<file path="config.mk">
export PLATFORM = sky130hd
export DESIGN_NAME = lsb_evt
export DESIGN_NICKNAME = d
export VERILOG_FILES = /design/src/rtl/lsb_evt_pkg.sv /design/src/rtl/lsb_evt_fifo.sv /design/src/rtl/lsb_evt.sv
export SDC_FILE = /design/constraint.sdc
export NUM_CORES = 1
export LEC_CHECK = 0
export ABC_CLOCK_PERIOD_IN_PS = 10440
export CELL_PAD_IN_SITES_DETAIL_PLACEMENT = 2
export CELL_PAD_IN_SITES_GLOBAL_PLACEMENT = 2
export CORE_ASPECT_RATIO = 1.5
export CORE_MARGIN = 5
export CORE_UTILIZATION = 48
export DETAILED_ROUTE_END_ITERATION = 6
export MAX_ROUTING_LAYER = met4
export PLACE_DENSITY = 0.87
export SYNTH_ARGS = -nofsm -noshare
export SYNTH_HDL_FRONTEND = slang
export SYNTH_SLANG_ARGS = --single-unit
</file>
<file path="constraint.sdc">
create_clock -name clk -period 10.44 [get_ports clk]
set_input_delay 1.566 -clock clk [delete_from_list [all_inputs] [get_ports clk]]
set_output_delay 1.566 -clock clk [all_outputs]
set_load 0.03 [all_outputs]
</file>
<file path="src/rtl/lsb_evt_pkg.sv">
// Shared field layout and register map for the lsb_evt input-change event stage.
package lsb_evt_pkg;

    // Event word field positions
    localparam int VALID    = 31;
    localparam int OVF      = 30;
    localparam int TS_HI    = 29;
    localparam int TS_LO    = 16;
    localparam int CHG_HI   = 15;
    localparam int CHG_LO   = 8;
    localparam int LVL_HI   = 7;
    localparam int LVL_LO   = 0;

    // Control/status bit positions
    localparam int FLUSH    = 31;
    localparam int IRQ_EN   = 12;
    localparam int COUNT_HI = 11;
    localparam int COUNT_LO = 8;
    localparam int MASK_HI  = 7;
    localparam int MASK_LO  = 0;

    localparam int EVT_WIDTH = 31;

    typedef enum logic {
        ADR_EVT  = 1'b0,
        ADR_CTRL = 1'b1
    } adr_e;

    // Stored event word; the valid bit is added when the head is read out.
    typedef struct packed {
        logic        ovf;
        logic [13:0] ts;
        logic [7:0]  chg;
        logic [7:0]  lvl;
    } evt_t;

endpackage

</file>
<file path="src/rtl/lsb_evt_fifo.sv">
// Synchronous circular-buffer FIFO with flush; flush overrides push and pop.
module evt_fifo #(
    parameter int depth = 8,
    parameter int width = 31,
    localparam int AW = $clog2(depth),
    localparam int CW = $clog2(depth + 1)
) (
    input  logic             clk,
    input  logic             rst,
    input  logic             push,
    input  logic             pop,
    input  logic             flush,
    input  logic [width-1:0] din,
    output logic [width-1:0] dout,
    output logic [CW-1:0]    count,
    output logic             full,
    output logic             empty
);

    logic [width-1:0] mem [depth];
    logic [AW-1:0]    rd_ptr;
    logic [AW-1:0]    wr_ptr;
    logic             pop_acc;
    logic             push_acc;

    assign empty    = (count == '0);
    assign full     = (count == CW'(depth));
    assign pop_acc  = pop && !empty;
    // A full FIFO still accepts a push when a slot is freed in the same cycle.
    assign push_acc = push && (!full || pop_acc);
    assign dout     = mem[rd_ptr];

    always_ff @(posedge clk) begin
        if (push_acc && !flush) begin
            mem[wr_ptr] <= din;
        end
    end

    always_ff @(posedge clk) begin
        if (rst || flush) begin
            rd_ptr <= '0;
            wr_ptr <= '0;
            count  <= '0;
        end else begin
            if (push_acc) begin
                wr_ptr <= wr_ptr + AW'(1);
            end
            if (pop_acc) begin
                rd_ptr <= rd_ptr + AW'(1);
            end
            if (push_acc && !pop_acc) begin
                count <= count + CW'(1);
            end else if (!push_acc && pop_acc) begin
                count <= count - CW'(1);
            end
        end
    end

endmodule

</file>
<file path="src/rtl/lsb_evt.sv">
// Button/switch change capture: timestamped events queued in a FIFO, read over the IO bus.
module lsb_evt
    import lsb_evt_pkg::*;
#(
    parameter int depth    = 8,
    parameter int ts_width = 14
) (
    input  logic        clk,
    input  logic        rst,
    input  logic        stb,
    input  logic        we,
    input  logic        adr,
    input  logic [31:0] data_in,
    output logic [31:0] data_out,
    output logic        ack,
    input  logic        tick,
    input  logic [3:0]  btn,
    input  logic [3:0]  swi,
    output logic        irq
);

    localparam int CW = $clog2(depth + 1);

    logic [7:0]          in8;
    logic [7:0]          prev;
    logic [7:0]          chg;
    logic [7:0]          en_mask;
    logic                init;
    logic                ovf;
    logic                irq_en;
    logic [ts_width-1:0] ts;
    logic                evt;
    logic                rd_evt;
    logic                rd_ctrl;
    logic                wr_ctrl;
    logic                flush;
    logic                drop;
    evt_t                word;
    logic [EVT_WIDTH-1:0] head;
    logic [CW-1:0]       fcount;
    logic [3:0]          count4;
    logic                full;
    logic                empty;
    logic                unused_bits;

    assign in8     = {swi, btn};
    assign chg     = (in8 ^ prev) & en_mask;
    assign evt     = !init && (chg != '0);
    assign rd_evt  = stb && !we && (adr == ADR_EVT);
    assign rd_ctrl = stb && !we && (adr == ADR_CTRL);
    assign wr_ctrl = stb && we && (adr == ADR_CTRL);
    assign flush   = wr_ctrl && data_in[FLUSH];
    assign drop    = evt && full && !(rd_evt && !empty);
    assign count4  = 4'(fcount);
    assign ack     = stb;

    assign unused_bits = ^{data_in[30:13], data_in[11:8]};

    always_comb begin
        word     = '0;
        word.ovf = ovf;
        word.ts  = ts;
        word.chg = chg;
        word.lvl = in8;
    end

    evt_fifo #(
        .depth (depth),
        .width (EVT_WIDTH)
    ) u_fifo (
        .clk   (clk),
        .rst   (rst),
        .push  (evt),
        .pop   (rd_evt),
        .flush (flush),
        .din   (word),
        .dout  (head),
        .count (fcount),
        .full  (full),
        .empty (empty)
    );

    always_ff @(posedge clk) begin
        if (rst) begin
            prev    <= '0;
            init    <= 1'b1;
            en_mask <= '0;
            irq_en  <= 1'b0;
            ovf     <= 1'b0;
            ts      <= '0;
            irq     <= 1'b0;
        end else begin
            prev <= in8;
            init <= 1'b0;
            if (tick) begin
                ts <= ts + ts_width'(1);
            end
            if (wr_ctrl) begin
                en_mask <= data_in[MASK_HI:MASK_LO];
                irq_en  <= data_in[IRQ_EN];
            end
            if (flush) begin
                ovf <= 1'b0;
            end else if (drop) begin
                ovf <= 1'b1;
            end
            irq <= irq_en && (fcount != '0);
        end
    end

    always_comb begin
        data_out = '0;
        if (rd_evt && !empty) begin
            data_out[VALID]           = 1'b1;
            data_out[OVF:LVL_LO]      = head;
        end else if (rd_ctrl) begin
            data_out[OVF + 1]             = ovf;
            data_out[IRQ_EN]              = irq_en;
            data_out[COUNT_HI:COUNT_LO]   = count4;
            data_out[MASK_HI:MASK_LO]     = en_mask;
        end
    end

endmodule

</file>
* Word level (Yosys, flattened, before mapping)
Memory sizes are Yosys's and may differ from the RTL's. A register that Yosys moved wholly into a read port is not among the register bits. Cells that the tools add are included.
Word-level totals: flip-flop bits (word level) 44, bits in writable memories 248, logic and storage cells 61, memories 1
Cells by class: add/sub/neg operators 5, equality and inequality tests 1, multiplexer cells 12, bitwise operators 3, reduce and logical (&&, ||, !) cells 29
Memory list:
- u_fifo.mem | depth 8, width 31, rd ports 1, clocked after memory_dff 1, wr ports 1, line lsb_evt_fifo.sv:20 | logic [width-1:0] mem [depth];
Operators by type and width (count):
- 13-bit two-way mux | 2
- 18-bit two-way mux | 1
- 1-bit logical AND | 15
- 14-bit by 1-bit adder with 14-bit output, second input constant | 1
- 8-bit bitwise AND | 1
- 4-bit two-way mux | 2
- 8-bit nonzero test | 1
- 8-bit XOR | 1
- 1-bit zero test | 7
- 3-bit by 1-bit adder with 3-bit output, second input constant | 2
- 3-bit two-way mux | 2
- 1-bit two-way mux | 5
- 4-bit by 1-bit adder with 4-bit output, second input constant | 1
- 4-bit == test, second input constant | 1
- 4-bit zero test | 1
- 4-bit nonzero test | 1
- 4-bit by 1-bit subtractor with 4-bit output, second input constant | 1
- 1-bit logical OR | 2
- 2-bit nonzero test | 1
- 2-bit OR reduction | 1
- 1-bit NOT | 1

* Logic depth before layout (Yosys ltp)
depth in word-level cells 10, gate-level depth with buffers 13

* Cells and area by module
Synthesis repeated with hierarchy kept, for this count alone.
Unflattened totals: cells, all modules 632, area total of the unflattened synthesis 11666.2 um^2
Modules (own cells, without submodules):
- evt_fifo | times used 1, cells each 435, area an instance 9965.8 um^2, sequential area each 7707.4 um^2
- lsb_evt | times used 1, cells each 197, area an instance 1700.4 um^2, sequential area each 680.7 um^2

* Least setup slack after synthesis
No wires, ideal clock.
kind input to register, start input btn[1], end memory u_fifo.mem[1][0], enable pin, arrival time 5337 ps, required time 9943 ps, setup slack 4606 ps, stages on the path 5, path buffers 0, path through xor2_1 > a22oi_1 > a41oi_2 > nand2_2 > nor4_1
Between the ends: word-level cells in the longest chain between the ends 8
RTL lines:
- from (decl) | line lsb_evt.sv:17 | input logic [3:0] btn,
- 8-bit XOR | line lsb_evt.sv:47 | assign chg = (in8 ^ prev) & en_mask;
- 8-bit bitwise AND | line lsb_evt.sv:47
- 8-bit nonzero test | line lsb_evt.sv:48 | assign evt = !init && (chg != '0);
- 1-bit logical AND | line lsb_evt.sv:48
- 1-bit logical AND | line lsb_evt_fifo.sv:30 | assign push_acc = push && (!full || pop_acc);
- 1-bit logical AND | line lsb_evt_fifo.sv:34 | if (push_acc && !flush) begin
- 1-bit two-way mux | line lsb_evt_fifo.sv:34
- 1-bit two-way mux (not written as such) | line lsb_evt_fifo.sv:35 | mem[wr_ptr] <= din;
- to (decl) | line lsb_evt_fifo.sv:20
Every way passes these cells.

* Worst setup path after layout
start input stb, end output data_out[8]
Between the ends: word-level cells in the longest chain between the ends 4, elaborated cells on any way between the ends 6, classes of those cells mux: 2; reduce/logical: 4
RTL lines:
- from (decl) | line lsb_evt.sv:10 | input logic stb,
- 1-bit logical AND (*) | line lsb_evt.sv:49, lsb_evt.sv:50
- 1-bit logical AND (on tied branches) | line lsb_evt.sv:50, lsb_evt.sv:49
- 13-bit two-way mux / 1-bit logical AND (equally long branches) | line lsb_evt.sv:116, lsb_evt.sv:113
- 13-bit two-way mux (*) | line lsb_evt.sv:113 | if (rd_evt && !empty) begin
- to (decl) | line lsb_evt.sv:14 | output logic [31:0] data_out,
Every way passes the cells marked *; elsewhere a longest branch is shown, timed or not.

==> run metrics <==
global-route wire length before repair=~48,000 microns; Pins Over Slew Limit=0; LEAKAGE=roughly 4.0 nW; die area=~27,000 sq um; WP data required=between 8 and 9 ns; synth unique cells=39; Die Wd=between 100 and 150 microns; crit path cell chain=clkdlybuf4s50_1 -> nand2_1 -> nor2_1 -> nand2_1 -> o21ai_1 -> clkdlybuf4s50_1; share of layout cells above drive strength 1=~18%; root buf cell=clkbuf_16; critical path launch point type=input port; pwr dens=183 nW/um^2; average size of a mapped cell=18.0 sq um; worst-case reg-to-reg path depth=11; initial DRC count=about 540; Vias=6,165; CTS tree=done; largest net degree at the start of global routing=63; hold depth=2; yosys warns=0; clk sinks=295; reg-to-reg startpoint=u_fifo.count[1]; Vias per Instance=just under 6; cts bufs inserted=27; post-synth top area share=between 60% and 70%; DRC viols=0; final setup fails=0; sequential area share after synthesis=between 70% and 80%; Synth-to-Final Area Change=15.8%; Tot GR Track Use=24.9%; critical path fanouts, max=14; num rows=69; final worst-path cycle share=56.2%; CP top delay family=buffers and inverters; Boundary Pins=80; fill cell count=2,033; Fmax achieved=0.170 GHz; Peak VDD IR=0.145 mV; Seq. cell area=between 8000 and 9000 sq um; Resized Gates After CTS=0; core outline area=23,700 sq um; EDFF count, synth=248; crit path kind=in2out; Worst path depth=6; Syn Nets=694; Worst Hold Class=reg2reg; die span in y=200 microns; fin nets=762; Synth Register Bits=295; minimum clock period=5.87 ns; slew at the pin with the worst max-slew slack=about 1.3 ns; initial antenna violation count=0; final hold slack=0.497 ns; area leader, netlist=edfxtp_1; RR Endpoint=u_fifo.count[3]; Worst Hold End=irq_en; area occupied by multi-input gates=about 3000 sq um; Slew headroom=12.3%; vias in the first global route=approximately 7,200; Max Cap Viol=0; cells after synthesis=around 640; buffer and inverter count on the worst path=2; CP endpoint kind=primary output; clock slew at reported path FFs=0.06 ns; top post-synthesis cells by count=248 x edfxtp_1, 62 x mux4_2, 47 x dfxtp_1; DPL Wire Length=18,500 microns; Final ANT Viol Nets=0; Port Buf Inserts=57; top-count cell post-synth=edfxtp_1; cts hold-fix bufs=0; Post-Synthesis Cell Area=between 10,000 and 15,000 sq um; hold path start=irq_en; 1st-pass router iterations=5; total grt overflow=0; reg2reg setup slack=7.06 ns; slowest CP cell=nor2_1; Initial Util=between 40% and 50%; Synth area leaders=edfxtp_1 65%, mux4_2 12%, dfxtp_1 8.2%; setup TNS=0 ns; final WL=31,700 microns; RePlAce Congestion=just over 0.7; CP arrival=4.30 ns; Worst path max stage delay=0.98 ns; Clock Path Buffers=3; Final Hold Vio Count=0; htree depth=1; clk_skew=0.0256 ns; Most used DFF post-synth=edfxtp_1; clk_lat worst skew=0.54 ns; Synth async-reset ratio=0%; n_diodes=0; Setup Buffers After CTS=0; unrepaired setup endpoints after global routing=no; status=finished, final reports clean; WL per Instance=slightly above 30 microns
## where the power goes
part           internal, mW  switching (mW)
Combinational        0.0622          0.0839
Clock                 0.566           0.427
Sequential             1.28          0.0194
## cells by family (layout without fill, tap and decap cells)
logic type	count (synthesis)	count (layout)	synth area share [%]
adders and majority gates	7	7	0.825
DFF	295	295	72.8
AOI/OAI and AO/OA	39	39	1.93
xor gates and xnor gates	23	23	1.75
buffers and inverters	36	125	1.58
and+or+nand+nor	142	142	5.81
muxes	99	99	15.3
## registers in the layout, summed over array words and instances (netlist names), named ones only
| signal | count |
|---|---|
| u_fifo.rd_ptr | 3 |
| u_fifo.wr_ptr | 3 |
| u_fifo.count | 4 |
| irq_en | 1 |
| prev | 8 |
| irq | 1 |
| en_mask | 8 |
| u_fifo.mem | 248 |
| ovf | 1 |
| init | 1 |
| ts | 14 |
## how the worst max path moves through the flow
| stage | startpoint | slack (ns) | end |
|---|---|---|---|
| CTS | stb | 4.62 | data_out[10] |
| global route | stb | 4.50 | data_out[5] |
| detailed placement | stb | 4.62 | data_out[10] |
| global placement | stb | 4.83 | data_out[5] |
| finish | stb | 4.57 | data_out[8] |
| floorplan | btn[1] | 4.61 | u_fifo.mem[1][0] |
## tightest hold or removal path, delay by kind of cell (launching register included)
kind,cells,cell delay (ns)
flops,1,0.33
simple gates,1,0.07
compound gates,1,0.06
## metrics by stage
stage	setup WS (ns)	instances	utilization (%)	total power, mW	area, sq um
2_1_floorplan	4.61	641	-	1.41	11500
3_3_place_gp	4.83	999	52.7	1.46	12500
3_5_place_dp	4.62	999	52.7	1.47	12500
4_1_cts	4.62	1049	56.4	2.46	13300
5_1_grt	4.50	1049	56.4	2.52	13300
6_report	4.57	1049	56.4	2.44	13300
## cells in the final DEF (no fill, tap or decap), types with 3 or more instances in the layout
| cell | n |
|---|---|
| nor2_2 | 3 |
| xor2_1 | 15 |
| nand4_1 | 5 |
| clkbuf_8 | 3 |
| dfxtp_1 | 44 |
| buf_4 | 13 |
| nand2_1 | 43 |
| nand3_1 | 6 |
| o21ai_1 | 16 |
| nor4_2 | 3 |
| xnor2_1 | 8 |
| a22oi_1 | 4 |
| inv_1 | 4 |
| nor2_1 | 41 |
| clkbuf_16 | 28 |
| clkbuf_1 | 11 |
| ha_1 | 6 |
| edfxtp_1 | 248 |
| nand2b_1 | 3 |
| a21oi_1 | 15 |
| clkdlybuf4s50_1 | 57 |
| mux4_2 | 62 |
| and2_1 | 10 |
| nor2b_1 | 8 |
| clkinv_2 | 5 |
| mux2i_1 | 37 |
| or3_1 | 7 |
## layout make-up
class,instances,area share [%]
inverter,5,0.141
clock buffer,42,5.87
tap,319,2.99
clock inverter,8,0.703
timing repair buffer,70,5.01
multi-input combinational,310,22.4
sequential,295,62.9
## routing by layer
metal / up-vias / track usage, % / wire [microns]
li1: 2627 / - / -
met1: 3323 / 29.0 / 12000
met2: 162 / 45.3 / 17600
met3: 53 / 2.71 / 1110
met4: 0 / 7.70 / 962
met5: - / - / 0
No activity file was read; power rests on OpenSTA's default activity.
